==> src/rtl/key_schedule_encrypt_pkg.sv <==
// Shared definitions for the encrypt/decrypt key schedules.
// Latency: none (constants, types and a pure function only).
// Backpressure: not applicable.
package key_schedule_encrypt_pkg;

  localparam int NUM_KEYS_DEFAULT = 96;
  localparam int KEYS_PER_BEAT    = 3;
  localparam logic [127:0] KEY_RESET_DEFAULT = {128{1'b1}};

  typedef enum logic [1:0] {
    ST_IDLE = 2'd0,
    ST_RUN  = 2'd1,
    ST_DONE = 2'd2
  } state_t;

  // K_n = {0, n} ^ B[(n-1) mod 16], with B[0] in key[127:120].
  // The 4-bit truncation of n-1 gives the modulo-16 wrap for free.
  function automatic logic [7:0] key_byte(input logic [6:0] n, input logic [127:0] key);
    logic [3:0]   sel;
    logic [127:0] shifted;
    sel     = 4'(n - 7'd1);
    shifted = key << {sel, 3'b000};
    return {1'b0, n} ^ shifted[127:120];
  endfunction

endpackage

==> src/rtl/key_schedule_encrypt_key_byte_sched.sv <==
// One round-key byte from index n and the current master key.
// Latency: combinational.
// Backpressure: not applicable.
module key_byte_sched
  import key_schedule_encrypt_pkg::*;
(
  input  logic [6:0]   n,
  input  logic [127:0] key,
  output logic [7:0]   kn
);

  assign kn = key_byte(n, key);

endmodule

==> src/rtl/key_schedule_encrypt.sv <==
// Streams the ascending round-key schedule as byte triples, one per beat.
// Latency: first triple valid 2 cycles after start is sampled, then 1 per cycle.
// Backpressure: out_ready low holds the current triple stable; no beat is skipped.
module key_schedule_encrypt
  import key_schedule_encrypt_pkg::*;
#(
  parameter int           NUM_KEYS  = NUM_KEYS_DEFAULT,
  parameter logic [127:0] KEY_RESET = KEY_RESET_DEFAULT
) (
  input  logic         CLK,
  input  logic         RST_N,
  input  logic         key_load,
  input  logic [127:0] key_in,
  input  logic         start,
  input  logic         out_ready,
  output logic         out_valid,
  output logic [7:0]   K_a,
  output logic [7:0]   K_b,
  output logic [7:0]   K_c,
  output logic [6:0]   idx,
  output logic         busy,
  output logic         done
);

  localparam logic [6:0] NBEATS = 7'(NUM_KEYS / KEYS_PER_BEAT);

  state_t       state;
  logic [6:0]   c;
  logic [127:0] key_q;
  logic [6:0]   n0, n1, n2;
  logic [7:0]   kb0, kb1, kb2;

  // Beat c carries n = 3c-2, 3c-1, 3c; c stays <= NBEATS+1 so 7 bits never wrap.
  assign n2 = (c << 1) + c;
  assign n1 = n2 - 7'd1;
  assign n0 = n2 - 7'd2;

  key_byte_sched u_kb0 (.n(n0), .key(key_q), .kn(kb0));
  key_byte_sched u_kb1 (.n(n1), .key(key_q), .kn(kb1));
  key_byte_sched u_kb2 (.n(n2), .key(key_q), .kn(kb2));

  // Control FSM with key register and registered outputs.
  always_ff @(posedge CLK) begin
    if (!RST_N) begin
      state     <= ST_IDLE;
      key_q     <= KEY_RESET;
      c         <= 7'd0;
      out_valid <= 1'b0;
      K_a       <= 8'd0;
      K_b       <= 8'd0;
      K_c       <= 8'd0;
      idx       <= 7'd0;
      busy      <= 1'b0;
      done      <= 1'b0;
    end else begin
      case (state)
        ST_IDLE: begin
          done <= 1'b0;
          // A simultaneous load lands before the first beat is computed,
          // so a run started in the same cycle uses the new key.
          if (key_load) key_q <= key_in;
          if (start) begin
            state <= ST_RUN;
            c     <= 7'd1;
            busy  <= 1'b1;
          end
        end
        ST_RUN: begin
          if (!out_valid || out_ready) begin
            if (c <= NBEATS) begin
              K_a       <= kb0;
              K_b       <= kb1;
              K_c       <= kb2;
              idx       <= n0;
              out_valid <= 1'b1;
              c         <= c + 7'd1;
            end else begin
              // Last triple just transferred.
              out_valid <= 1'b0;
              state     <= ST_DONE;
              busy      <= 1'b0;
              done      <= 1'b1;
            end
          end
        end
        ST_DONE: begin
          done  <= 1'b0;
          state <= ST_IDLE;
        end
        default: state <= ST_IDLE;
      endcase
    end
  end

endmodule
==> config.mk <==
export PLATFORM = sky130hd
export DESIGN_NAME = key_schedule_encrypt
export DESIGN_NICKNAME = d
export VERILOG_FILES = /design/src/rtl/key_schedule_encrypt_pkg.sv /design/src/rtl/key_schedule_encrypt_key_byte_sched.sv /design/src/rtl/key_schedule_encrypt.sv
export SDC_FILE = /design/constraint.sdc
export NUM_CORES = 1
export LEC_CHECK = 0
export ABC_AREA = 1
export CAP_MARGIN = 20
export CELL_PAD_IN_SITES_DETAIL_PLACEMENT = 1
export CELL_PAD_IN_SITES_GLOBAL_PLACEMENT = 2
export CORE_MARGIN = 2
export CORE_UTILIZATION = 29
export DETAILED_ROUTE_END_ITERATION = 10
export PLACE_DENSITY_LB_ADDON = 0.1
export SYNTH_ARGS = -nofsm -noshare
export SYNTH_HDL_FRONTEND = slang
export SYNTH_SLANG_ARGS = --single-unit
==> constraint.sdc <==
create_clock -name CLK -period 3.37 [get_ports CLK]
set_input_delay 0.674 -clock CLK [delete_from_list [all_inputs] [get_ports CLK]]
set_output_delay 0.674 -clock CLK [all_outputs]
set_load 0.03 [all_outputs]
==> out/qor.json, run 1 <==
{
  "pwr": {
    "power.ir.vdd_worst_uv": 343,
    "clock_power_share_pct": 26.7,
    "share_seq_of_total_power_pct": 32.4,
    "total_switching_power_w": 0.00313,
    "static-leakage-power_nw": 6.40,
    "share_comb_of_total_power_pct": 40.9,
    "power-per-cell-area_mw_per_mm2": 570,
    "power.switching_fraction_pct": 42.4,
    "p_int_w": 0.00424
  },
  "synth": {
    "post-synth-top-area-fraction_pct": 32.8,
    "post_synth_num_cell_types": 37,
    "synthCells": 1682,
    "synth_area_per_cell_sq_um": 6.20,
    "seq_area_frac_synth_pct": 32.8,
    "cell_taking_the_most_area_after_synthesis": "sky130_fd_sc_hd__dfxtp_1",
    "synth_nets": 1831,
    "synthesis.area_sq_mm": 0.0104,
    "yosys_register_bits": 171,
    "synthesis.yosys.warnings": 0,
    "synth.area.top_cells": "sky130_fd_sc_hd__dfxtp_1 33%, sky130_fd_sc_hd__nand2_1 26%, sky130_fd_sc_hd__nand3_1 12%"
  },
  "clocking": {
    "cts_resized": 0,
    "clk_pin_slew_worst_paths_ns": 0.07,
    "post_cts_buffers": 0,
    "cts.path.max_buffers": 2,
    "postCtsHoldBufs": 0,
    "cts_made_buffers": 17,
    "clk-insertion-delay-late_ns": 0.46,
    "clockRootBuffer": "sky130_fd_sc_hd__clkbuf_16",
    "cts_htree_levels": 4,
    "tritoncts": "built",
    "numClockSinks": 171
  },
  "finish": {
    "num_antenna_cells": 0,
    "layout_cell_share_with_drive_strength_beyond_1_pct": 5.71,
    "nNetsFinal": 1941,
    "final_cell_count_no_fill": 2266,
    "area_growth_syn_to_layout_pct": 24.0
  },
  "sta": {
    "post-route-worst-setup-slack_ns": 0.287,
    "fin_crit_sh_pct": 91.5,
    "drv_slew": 0,
    "timing.hold.ws_ns": 0.483,
    "timing_hold_violations_final": 0,
    "grt_setup_unrepaired": "false",
    "worstMarginPinSlew_ns": 0.929,
    "timing.max_slew.rel_slack_pct": 38.0,
    "fin_tns_setup_ns": 0,
    "fmax_mhz": 324,
    "setup_violations": 0,
    "fin_worst_skew_ns": 0.0121,
    "timing.final.crit_period_ns": 3.08
  },
  "critical_path": {
    "path_class": "flop to flop",
    "crit_path_max_fanout": 10,
    "slowest_delay_ns": 0.66,
    "worstPathArrival_ns": 3.44,
    "cp_data_required_time_ns": 3.73,
    "timing.critical_path.slowest_stage_cell": "sky130_fd_sc_hd__fa_1",
    "timing.critical_path.cells": "ha_1 -> inv_1 -> fa_1 -> ha_1 -> nand2_1 -> nand2_1 -> inv_1 -> nand2_4 -> nand2_4 -> inv_4 -> nand3_1 -> nand3_1 -> nand3_1 -> nand2_1 -> inv_1",
    "cp-start-kind": "flop",
    "critical_path.endpoint_type": "flop"
  },
  "die": {
    "core_sq_mm": 0.0355,
    "placementRows": 69,
    "die_span_in_x_um": 194,
    "die_area_sq_mm": 0.0375,
    "io_pins": 167,
    "floorplan.initialDensity_pct": 29.4,
    "die-height_um": 194
  },
  "grt": {
    "first_global_vias": 11201,
    "grt_use_total_pct": 24.3,
    "grt_first_pass_wirelength_um": 69200,
    "grt_start_max_net_pins": 77,
    "initial_antenna_violation_count": 0,
    "globalRouteOverflowTotal": 0
  },
  "route": {
    "routed_wirelength_um": 45000,
    "starting_drc_count_in_detailed_routing": 735,
    "post_drt_wl_per_cell_um": 19.9,
    "vias_per_cell": 4.91,
    "post-route-drc-count": 0,
    "drt_pass1_iterations": 5,
    "via_count": 11124,
    "antenna_viol_nets_final": 0
  },
  "flow_run": {
    "cap_violations": 0
  },
  "placed_design": {
    "port_buffers": 166,
    "dp_worst_setup_slack_ns": 0.263,
    "hpwl_um": 34700,
    "placed_cells": 2234,
    "globalplace.congestion": 0.879
  },
  "hold_path": {
    "hold_class": "flop to flop"
  },
  "status": {
    "outcome": "finished clean"
  }
}
==> cell usage after synthesis, drive strengths merged <==
library cell / n
or2: 4
nor3: 2
o211a: 1
dfxtp: 171
a21oi: 25
buf: 76
clkinv: 1
xnor2: 2
clkbuf: 27
nand4: 5
nand2: 728
xor2: 2
o2111ai: 1
nor2: 70
a22oi: 3
nand3: 256
fa: 1
ha: 15
inv: 139
o21bai: 1
o211ai: 86
a211oi: 1
o21ai: 64
o311ai: 1
==> cells in the final DEF (no fill, tap or decap), drive strengths merged <==
master,Yosys,layout
inv,139,145
xnor2,2,2
nor3,2,2
o2111ai,1,1
clkinv,1,4
clkdlybuf4s50,0,165
fa,1,1
nand4,5,5
xor2,2,2
nor2,70,70
o211ai,86,86
buf,76,29
o311ai,1,1
clkbuf,27,20
nand2,728,728
dfxtp,171,171
a21oi,25,25
or2,4,4
bufinv,0,1
ha,15,15
clkinvlp,0,2
o21ai,64,64
a211oi,1,1
a22oi,3,3
o211a,1,1
o21bai,1,1
nand3,256,256
==> worst paths after layout <==
check | slack [ns] | depth (start not counted) | to | startpoint
min | 0.48 | 2 | K_c[7] | K_c[7]
max reg2reg | 0.29 | 15 | K_c[0] | c[1]
min reg2reg | 0.48 | 2 | K_c[7] | K_c[7]
max | 0.29 | 15 | K_c[0] | c[1]
==> layout make-up <==
type	count	area (sq um)
multi-input cells	1268	5890
repair buffers	194	1940
well taps	461	577
clock buffers	20	447
inverters	140	538
fillers	4583	22500
clock inverters	12	113
flip-flops and latches	171	3430
==> critical path, delay by kind of cell (launching register included) <==
kind	cells	cell delay [ns]
adder cells (fa/ha/maj)	3	1.08
AND/OR/NAND/NOR	8	1.03
flip-flops	1	0.44
buffers and inverters	4	0.42
==> power groups by stage <==
stage               clock [W]  combinational (W)  sequential [W]
floorplan                   0            0.00181         0.00247
global placement            0            0.00301         0.00243
detailed placement          0            0.00302         0.00244
CTS                   0.00201            0.00304         0.00239
global route          0.00209            0.00334         0.00242
finish                0.00197            0.00302         0.00239
==> kinds of logic after synthesis <==
logic type | Yosys count | share of synthesized area, %
buf+inv | 243 | 10.7
simple gates | 1065 | 42.9
flops | 171 | 32.8
compound gates | 183 | 11.1
xor+xnor | 4 | 0.480
fa+ha+maj | 16 | 1.99
==> flip-flops by register name, summed over array words and instances, names as in the netlist, 2 cells and up <==
register / cells
K_c: 8
c: 7
K_b: 8
key_q: 128
idx: 7
state: 2
K_a: 8
==> metal layers <==
layer  up-vias  GRT usage [%]  wire length [um]
met5         -              0                 0
met2       224           36.2             18700
met4         0           6.50               975
met3        38           3.76              1850
li1       5617              -                 -
met1      5245           36.2             23400
==> through the flow <==
step                util, %  total power, W  area, sq um
floorplan                 -         0.00428        10400
global placement       34.9         0.00544        12400
detailed placement     34.9         0.00546        12400
CTS                    36.5         0.00745        12900
global route           36.5         0.00784        12900
finish                 36.5         0.00738        12900
No activity file was read; power rests on OpenSTA's default activity.
==> run 2, diff against run 1 <==
--- a/config.mk
+++ b/config.mk
@@ -12,6 +12,7 @@
 export CORE_MARGIN = 2
 export CORE_UTILIZATION = 29
 export DETAILED_ROUTE_END_ITERATION = 10
+export GPL_TIMING_DRIVEN = 0
 export PLACE_DENSITY_LB_ADDON = 0.1
 export SYNTH_ARGS = -nofsm -noshare
 export SYNTH_HDL_FRONTEND = slang
==> out/qor.json, run 2 (synthesis results as in run 1) <==
{
  "route": {
    "antenna_viol_nets_final": {"value": 0, "change": "unchanged"},
    "vias_per_cell": {"value": 5.08, "change": "was 4.91"},
    "starting_drc_count_in_detailed_routing": {"value": 741, "change": "was 735"},
    "post_drt_wl_per_cell": {"value": 22.7, "unit": "um", "change": "was 19.9 um"},
    "routed_wirelength": {"value": 53100, "unit": "um", "change": "was 45000 um"},
    "via_count": {"value": 11911, "change": "was 11124"},
    "post-route-drc-count": {"value": 0, "change": "unchanged"},
    "drt_pass1_iterations": {"value": 5, "change": "unchanged"}
  },
  "placed_design": {
    "hpwl": {"value": 41500, "unit": "um", "change": "was 34700 um"},
    "globalplace.congestion": {"value": 0.991, "change": "was 0.879"},
    "placed_cells": {"value": 2308, "change": "was 2234"},
    "dp_worst_setup_slack": {"value": -0.407, "unit": "ns", "change": "was 0.263 ns"},
    "port_buffers": {"value": 165, "change": "was 166"}
  },
  "clocking": {
    "cts_htree_levels": {"value": 4, "change": "unchanged"},
    "cts_made_buffers": {"value": 17, "change": "unchanged"},
    "clockRootBuffer": {"value": "sky130_fd_sc_hd__clkbuf_16", "change": "unchanged"},
    "clk-insertion-delay-late": {"value": 0.47, "unit": "ns", "change": "was 0.46 ns"},
    "cts.path.max_buffers": {"value": 2, "change": "unchanged"},
    "postCtsHoldBufs": {"value": 0, "change": "unchanged"},
    "clk_pin_slew_worst_paths": {"value": 0.08, "unit": "ns", "change": "was 0.07 ns"},
    "numClockSinks": {"value": 171, "change": "unchanged"},
    "tritoncts": {"value": "built", "change": "unchanged"}
  },
  "pwr": {
    "power.ir.vdd_worst": {"value": 435, "unit": "uV", "change": "was 343 uV"},
    "share_seq_of_total_power": {"value": 30.3, "unit": "%", "change": "was 32.4%"},
    "p_int": {"value": 0.00442, "unit": "W", "change": "was 0.00424 W"},
    "static-leakage-power": {"value": 6.67, "unit": "nW", "change": "was 6.40 nW"},
    "clock_power_share": {"value": 26.5, "unit": "%", "change": "was 26.7%"},
    "total_switching_power": {"value": 0.00349, "unit": "W", "change": "was 0.00313 W"},
    "share_comb_of_total_power": {"value": 43.2, "unit": "%", "change": "was 40.9%"},
    "power-per-cell-area": {"value": 590, "unit": "mW/mm^2", "change": "was 570 mW/mm^2"},
    "power.switching_fraction": {"value": 44.1, "unit": "%", "change": "was 42.4%"}
  },
  "sta": {
    "grt_setup_unrepaired": {"value": "false", "change": "unchanged"},
    "drv_slew": {"value": 0, "change": "unchanged"},
    "fmax": {"value": 311, "unit": "MHz", "change": "was 324 MHz"},
    "post-route-worst-setup-slack": {"value": 0.159, "unit": "ns", "change": "was 0.287 ns"},
    "timing.max_slew.rel_slack": {"value": 28.4, "unit": "%", "change": "was 38.0%"},
    "timing.final.crit_period": {"value": 3.21, "unit": "ns", "change": "was 3.08 ns"},
    "timing_hold_violations_final": {"value": 0, "change": "unchanged"},
    "fin_worst_skew": {"value": 0.0147, "unit": "ns", "change": "was 0.0121 ns"},
    "timing.hold.ws": {"value": 0.467, "unit": "ns", "change": "was 0.483 ns"},
    "worstMarginPinSlew": {"value": 1.07, "unit": "ns", "change": "was 0.929 ns"},
    "fin_crit_sh": {"value": 95.3, "unit": "%", "change": "was 91.5%"},
    "setup_violations": {"value": 0, "change": "unchanged"}
  },
  "grt": {
    "first_global_vias": {"value": 11887, "change": "was 11201"},
    "grt_use_total": {"value": 28.4, "unit": "%", "change": "was 24.3%"},
    "grt_first_pass_wirelength": {"value": 78600, "unit": "um", "change": "was 69200 um"},
    "globalRouteOverflowTotal": {"value": 0, "change": "unchanged"},
    "grt_start_max_net_pins": {"value": 18, "change": "was 77"},
    "initial_antenna_violation_count": {"value": 1, "change": "was 0"}
  },
  "critical_path": {
    "cp-start-kind": {"value": "flop", "change": "unchanged"},
    "crit_path_from": {"value": "c[0]", "change": "was c[1]"},
    "timing.critical_path.slowest_stage_cell": {"value": "sky130_fd_sc_hd__dfxtp_2", "change": "was sky130_fd_sc_hd__fa_1"},
    "crit_path_max_fanout": {"value": 11, "change": "was 10"},
    "path_class": {"value": "flop to flop", "change": "unchanged"},
    "slowest_delay": {"value": 0.34, "unit": "ns", "change": "was 0.66 ns"},
    "setup.reg_to_reg.worst_slack": {"value": 0.16, "unit": "ns", "change": "was 0.29 ns"},
    "cpMostUsedCell": "sky130_fd_sc_hd__nand2_1",
    "r2r_start": {"value": "c[0]", "change": "was c[1]"},
    "timing.rr.end": {"value": "K_a[5]", "change": "was K_c[0]"},
    "worstPathArrival": {"value": 3.58, "unit": "ns", "change": "was 3.44 ns"},
    "timing.reg2reg.worst_path_depth": {"value": 19, "change": "was 15"},
    "cp_data_required_time": {"value": 3.74, "unit": "ns", "change": "was 3.73 ns"},
    "timing.critical_path.cells": {"value": "buf_6 -> inv_4 -> buf_6 -> buf_4 -> ha_4 -> buf_8 -> inv_6 -> nand2_4 -> nand2_2 -> buf_2 -> nand2_1 -> nand3_1 -> nand2_1 -> nand2_1 -> nand2_1 -> nand3_1 -> nand3_1 -> nand2_1 -> inv_1", "change": "was ha_1 -> inv_1 -> fa_1 -> ha_1 -> nand2_1 -> nand2_1 -> inv_1 -> nand2_4 -> nand2_4 -> inv_4 -> nand3_1 -> nand3_1 -> nand3_1 -> nand2_1 -> inv_1"},
    "critical_path.endpoint_type": {"value": "flop", "change": "unchanged"}
  },
  "finish": {
    "area_growth_syn_to_layout": {"value": 28.4, "unit": "%", "change": "was 24.0%"},
    "layout.cells.most_common_list": {"value": "710 x sky130_fd_sc_hd__nand2_1, 247 x sky130_fd_sc_hd__nand3_1, 169 x sky130_fd_sc_hd__dfxtp_1", "change": "was 709 x sky130_fd_sc_hd__nand2_1, 252 x sky130_fd_sc_hd__nand3_1, 170 x sky130_fd_sc_hd__dfxtp_1"},
    "max_ffs_per_register": {"value": 128, "change": "unchanged"},
    "layout_cell_share_with_drive_strength_beyond_1": {"value": 8.71, "unit": "%", "change": "was 5.71%"},
    "final_core_utilization": {"value": 37.7, "unit": "%", "change": "was 36.5%"},
    "num_antenna_cells": {"value": 0, "change": "unchanged"},
    "max_flop_register": {"value": "key_q", "change": "unchanged"},
    "nNetsFinal": {"value": 2018, "change": "was 1941"},
    "mostFrequentLayoutCell": {"value": "sky130_fd_sc_hd__nand2_1", "change": "unchanged"},
    "final_cell_count_no_fill": {"value": 2343, "change": "was 2266"}
  },
  "die": {
    "die-height": {"value": 194, "unit": "um", "change": "unchanged"},
    "die_span_in_x": {"value": 194, "unit": "um", "change": "unchanged"},
    "placementRows": {"value": 69, "change": "unchanged"},
    "io_pins": {"value": 167, "change": "unchanged"},
    "die_area": {"value": 0.0375, "unit": "sq mm", "change": "unchanged"},
    "core": {"value": 0.0355, "unit": "sq mm", "change": "unchanged"},
    "floorplan.initialDensity": {"value": 29.4, "unit": "%", "change": "unchanged"}
  },
  "status": {
    "outcome": {"value": "finished clean", "change": "unchanged"}
  },
  "flow_run": {
    "cap_violations": {"value": 0, "change": "unchanged"}
  },
  "hold_path": {
    "timing.hold.worst_path_depth": {"value": 2, "change": "unchanged"},
    "hold_class": {"value": "flop to flop", "change": "unchanged"},
    "worst_hold_startpoint": {"value": "busy", "change": "was K_c[7]"},
    "min_to": {"value": "busy", "change": "was K_c[7]"}
  }
}
==> run 2: changes by cell type in the layout (fill, tap and decap cells not counted), sizes merged <==
| cell | change |
|---|---|
| bufinv | +1 |
| clkbuf | +24 |
| buf | +49 |
| clkinvlp | -2 |
| clkdlybuf4s15 | +1 |
| inv | +4 |
==> run 2: worst max-delay path by stage <==
stage               slack (ns)     end  depth (start not counted)
finish                    0.16  K_a[5]                         19
global route              0.07  K_a[5]                         15
CTS                       0.01  K_c[2]                         20
detailed placement       -0.41  K_a[2]                         15
global placement         -0.37  K_a[2]                         15
floorplan                 0.66  K_a[2]                         15
==> run 2: area by class of cell <==
type	count	area (sq um)
Buffer	103	606
Clock buffer	17	425
Clock inverter	15	178
Fill cell	4624	22100
Inverter	140	543
Multi-Input combinational cell	1268	5960
Sequential cell	171	3430
Tap cell	461	577
Timing Repair Buffer	168	1670
==> run 2: what timing repair did <==
| item | CTS | global route |
|---|---|---|
| buffers inserted | 2 | 1 |
| resized for setup | 16 | 11 |
| gates cloned | 0 | 0 |
| pin swaps | 1 | 1 |
| setup endpoints to repair | 20 | 22 |
==> run 2: routing by layer <==
layer / part of all wire [%] / GRT usage (%) / wire length (um)
met1: 50 / 40.7 / 26300
met2: 42 / 42.5 / 22100
met3: 6.2 / 5.53 / 3300
met4: 2.7 / 9.10 / 1430
met5: 0 / 0 / 0
==> run 2: stage by stage <==
| stage | cell area [sq um] | TNS, ns | power, W |
|---|---|---|---|
| 3_5_place_dp | 12700 | -3.44 | 0.00571 |
| 4_1_cts | 13300 | 0 | 0.00787 |
| 3_3_place_gp | 12700 | -2.73 | 0.00568 |
| 5_1_grt | 13400 | 0 | 0.00830 |
| 6_report | 13400 | 0 | 0.00791 |
| 2_1_floorplan | 10400 | 0 | 0.00428 |
==> run 2: power by group through the flow <==
stage | registers, W | logic (W) | clock network, W
floorplan | 0.00247 | 0.00181 | 0
global placement | 0.00244 | 0.00324 | 0
detailed placement | 0.00244 | 0.00327 | 0
CTS | 0.00240 | 0.00333 | 0.00215
global route | 0.00242 | 0.00367 | 0.00221
finish | 0.00240 | 0.00341 | 0.00209
==> run 2: critical path: cells and delay by family (launching register included) <==
| family | cells | cell delay [ns] |
|---|---|---|
| buffers and inverters | 8 | 1.37 |
| DFF | 1 | 0.34 |
| adders and majority gates | 1 | 0.25 |
| and+or+nand+nor | 10 | 1.10 |
